### src/rtl/click_capture.sv
// Debounced click capture: synchronizes a bouncy button, accepts a press after
// DEBOUNCE_CYCLES stable samples, latches the clamped cursor and counts clicks.
module click_capture #(
  parameter int DEBOUNCE_CYCLES = 16,
  parameter int X_MAX           = 640,
  parameter int Y_MAX           = 480
) (
  input  logic       clock,
  input  logic       reset,
  input  logic       btn_raw,
  input  logic [9:0] cursor_x,
  input  logic [8:0] cursor_y,
  input  logic       pr_reset,
  output logic       pressed,
  output logic [9:0] x_game,
  output logic [8:0] y_game,
  output logic [7:0] click_count
);

  localparam logic [15:0] CNT_LAST = 16'(DEBOUNCE_CYCLES - 1);
  localparam logic [9:0]  X_LIM    = 10'(X_MAX - 1);
  localparam logic [8:0]  Y_LIM    = 9'(Y_MAX - 1);

  typedef enum logic [1:0] {IDLE, ARMING, HELD, RELEASE} state_t;

  state_t      state_q, state_d;
  logic [15:0] cnt_q, cnt_d;
  logic        sync1_q, btn_s_q;
  logic        pressed_q, pressed_d;
  logic [9:0]  x_q, x_d;
  logic [8:0]  y_q, y_d;
  logic [7:0]  count_q, count_d;
  logic [9:0]  x_clamp;
  logic [8:0]  y_clamp;

  assign x_clamp = (cursor_x > X_LIM) ? X_LIM : cursor_x;
  assign y_clamp = (cursor_y > Y_LIM) ? Y_LIM : cursor_y;

  always_comb begin
    state_d   = state_q;
    cnt_d     = cnt_q;
    pressed_d = pressed_q;
    x_d       = x_q;
    y_d       = y_q;
    count_d   = count_q;
    case (state_q)
      IDLE: begin
        if (btn_s_q) begin
          state_d = ARMING;
          cnt_d   = '0;
        end
      end
      ARMING: begin
        if (!btn_s_q) begin
          state_d = IDLE;
          cnt_d   = '0;
        end else if (cnt_q == CNT_LAST) begin
          // Capture edge: pr_reset is not looked at here, so the capture wins.
          state_d   = HELD;
          cnt_d     = '0;
          pressed_d = 1'b1;
          x_d       = x_clamp;
          y_d       = y_clamp;
          count_d   = count_q + 8'd1;
        end else begin
          cnt_d = cnt_q + 16'd1;
        end
      end
      HELD: begin
        if (pr_reset) begin
          state_d   = RELEASE;
          cnt_d     = '0;
          pressed_d = 1'b0;
        end
      end
      RELEASE: begin
        // Any high sample restarts the release debounce.
        if (btn_s_q) begin
          cnt_d = '0;
        end else if (cnt_q == CNT_LAST) begin
          state_d = IDLE;
          cnt_d   = '0;
        end else begin
          cnt_d = cnt_q + 16'd1;
        end
      end
      default: begin
        state_d = IDLE;
        cnt_d   = '0;
      end
    endcase
  end

  always_ff @(posedge clock) begin
    if (reset) begin
      state_q   <= IDLE;
      cnt_q     <= '0;
      sync1_q   <= 1'b0;
      btn_s_q   <= 1'b0;
      pressed_q <= 1'b0;
      x_q       <= '0;
      y_q       <= '0;
      count_q   <= '0;
    end else begin
      state_q   <= state_d;
      cnt_q     <= cnt_d;
      sync1_q   <= btn_raw;
      btn_s_q   <= sync1_q;
      pressed_q <= pressed_d;
      x_q       <= x_d;
      y_q       <= y_d;
      count_q   <= count_d;
    end
  end

  assign pressed     = pressed_q;
  assign x_game      = x_q;
  assign y_game      = y_q;
  assign click_count = count_q;

endmodule

### config.mk
export PLATFORM = sky130hd
export DESIGN_NAME = click_capture
export DESIGN_NICKNAME = d
export VERILOG_FILES = /design/src/rtl/click_capture.sv
export SDC_FILE = /design/constraint.sdc
export NUM_CORES = 1
export LEC_CHECK = 0
export ABC_AREA = 1
export CAP_MARGIN = 20
export CORE_MARGIN = 2
export CORE_UTILIZATION = 50
export DETAILED_ROUTE_END_ITERATION = 6
export PLACE_DENSITY = 0.85
export SLEW_MARGIN = 20
export SYNTH_ARGS = -nofsm -noshare
export SYNTH_HDL_FRONTEND = slang
export SYNTH_SLANG_ARGS = --single-unit
export TNS_END_PERCENT = 100
### constraint.sdc
create_clock -name clock -period 3.89 [get_ports clock]
set_input_delay 0.389 -clock clock [delete_from_list [all_inputs] [get_ports clock]]
set_output_delay 0.389 -clock clock [all_outputs]
set_load 0.01 [all_outputs]
==> flow_metrics.tcl <==
set metrics [dict create \
    status "finished, final reports clean" \
    crit_arrival_ns 2.12 \
    layout_commonest_cell "nand2_1" \
    synth_area_leaders "dfxtp_1, nand2_1, nor2_1" \
    die-area_um2 5280 \
    fillers 368 \
    hold_violations 0 \
    skew_ns 0.00728 \
    drv_cap 0 \
    synthCells 330 \
    min_delay_worst_endpoint "btn_s_q" \
    path_max_fanout 12 \
    initial_core_util 0.531 \
    nets 404 \
    period_share 0.486 \
    portBuffers 50 \
    grt_first_pass_wirelength_um 9310 \
    cts_root_buf "clkbuf_8" \
    pin_count 51 \
    path_clk_slew_ns 0.09 \
    yosysTopAreaCell "dfxtp_1" \
    holdWs_ns 0.405 \
    routedWlPerCell_um 12.9 \
    area_growth_pct 27.6 \
    cp_num_buf_inv 1 \
    clock_latency_ns 0.30 \
    cpMostUsedCell "nor2_1" \
    r2r-end "y_game[3]" \
    n_antenna_cell 0 \
    vias 2241 \
    synth_fp_nets 355 \
    crit_path_max_incr_delay_ns 0.57 \
    antenna_found_initial 0 \
    cts_tree "done" \
    start_kind "input port" \
    cts_setup_buffers 0 \
    tns_ns 0 \
    die_w_um 72.7 \
    cts.repair.resized 0 \
    finalPower_w 0.000971 \
    yosysSeqAreaShare 0.407 \
    period_minus_slack_ns 1.89 \
    hold_start "sync1_q" \
    setup_viol 0 \
    overflow 0 \
    worstPathCellList "clkdlybuf4s50_1 -> nor2_2 -> nor2_1 -> nor2_1 -> nor2_1 -> nand2_1 -> nor2_1 -> nor3_1" \
    multi_input_area_um2 1220 \
    slew_headroom 0.504 \
    register_area_um2 961 \
    p_leak_nw 1.12 \
    drtIter0Drc 133 \
    cts.sinks 48 \
    final_cell_mix "nand2_1, nor2_1, clkdlybuf4s50_1" \
    hold_buffers 0 \
    first_pass_iters 4 \
    core_um2 4440 \
    drc 0 \
    avgSynthCellArea_um2 7.15 \
    cts_max_level 2 \
    end_kind "register" \
    yosysWarnings 0 \
    place.detailed.hpwl_um 3920 \
    synth_area_um2 2360 \
    fmax_ghz 0.529 \
    rsz0062_at_grt "no" \
    path_class "input port to register" \
    crit_cells 8 \
    place.gp.congestion 0.886 \
    finalWirelength_um 5560 \
    r2r_cells 7 \
    track_usage 0.224 \
    slew_viol_final 0 \
    first_global_vias 2134 \
    fp.dieH_um 72.7 \
    hold_class "register to register" \
    hold_depth 2 \
    tightest_slew_ns 0.742 \
    cp_top_family "simple AND/OR/NAND/NOR gates" \
    grt_max_degree 24 \
    routed_via_density 5.20 \
    yosys.area.top_type_share 0.407 \
    r2r_slack_ns 2.04 \
    row_count 24 \
    ctsLongestPathBuffers 2 \
    powerDensity_nw_per_um2 323 \
    ys_types 31 \
    ys_ff_latch 48 \
    drive_gt1_frac 0.0976 \
    ant_nets 0 \
    cts_made_buffers 5 \
    slowest_stage "nor2_1" \
    irDropWorstVdd_mv 0.194 \
    cp.required_ns 4.12 \
    regToRegStartpoint "cnt_q[1]" \
]
## kinds of logic (layout without fill, tap and decap cells)
family | after synthesis | in the layout | synth area share
buf+inv | 42 | 91 | 0.0743
fa+ha+maj | 2 | 2 | 0.0106
flops | 48 | 48 | 0.407
compound gates | 49 | 49 | 0.114
simple gates | 185 | 185 | 0.379
xor+xnor | 4 | 4 | 0.0149
## worst max-delay path by stage
stage | startpoint | endpoint
6_report | pr_reset | cnt_q[7]
5_1_grt | pr_reset | cnt_q[7]
4_1_cts | pr_reset | cnt_q[7]
3_5_place_dp | pr_reset | cnt_q[7]
3_3_place_gp | pr_reset | cnt_q[7]
2_1_floorplan | cnt_q[0] | x_game[1]
## flip-flops by register name (all words and copies together) (netlist names), named ones only
register / cells
y_game: 9
cnt_q: 16
pressed: 1
sync1_q: 1
x_game: 10
state_q: 1
click_count: 8
btn_s_q: 1
## layer usage
metal | GRT usage | part of all wire
met3 | 0.0594 | 0.059
met2 | 0.381 | 0.49
met1 | 0.273 | 0.44
met4 | 0.0761 | 0.012
met5 | 0 | 0
## Yosys cell counts, drive strengths merged
library cell,count
o211ai,1
clkbuf,4
dfxtp,48
nand3,22
and3,1
a21oi,24
nor3,9
xor2,2
nand2,74
inv,33
nand3b,1
nand4,7
a31oi,3
xnor2,2
o21bai,2
o21ai,19
nor3b,12
nor2,59
ha,2
buf,5
## layout make-up
class,instances,share of cell area
multi-input cells,240,0.406
flip-flops and latches,48,0.319
repair buffers,51,0.169
inverters,33,0.0412
clock buffers,5,0.0229
well taps,52,0.0216
clock inverters,2,0.0200
## worst min-delay path, stage by stage (launching register included)
cell     delay, ns
dfxtp_1       0.30
inv_1         0.04
nor2_1        0.03
## power by group
part / total (W) / leakage (nW) / switching (W) / internal [W]
logic: 0.0000543 / 0.673 / 0.0000261 / 0.0000283
registers: 0.000495 / 0.387 / 0.00000225 / 0.000493
clock network: 0.000422 / 0.0642 / 0.000169 / 0.000253
total: 0.000971 / 1.12 / 0.000197 / 0.000774
## metrics by stage
stage / setup slack [ns] / cell area [µm²] / util / std cells
finish: 2.00 / 3010 / 0.677 / 431
CTS: 2.03 / 3010 / 0.677 / 431
global placement: 1.76 / 2880 / 0.648 / 424
global route: 1.81 / 3010 / 0.677 / 431
floorplan: 2.47 / 2360 / - / 330
detailed placement: 1.72 / 2880 / 0.648 / 424
No activity file was read; power rests on OpenSTA's default activity.
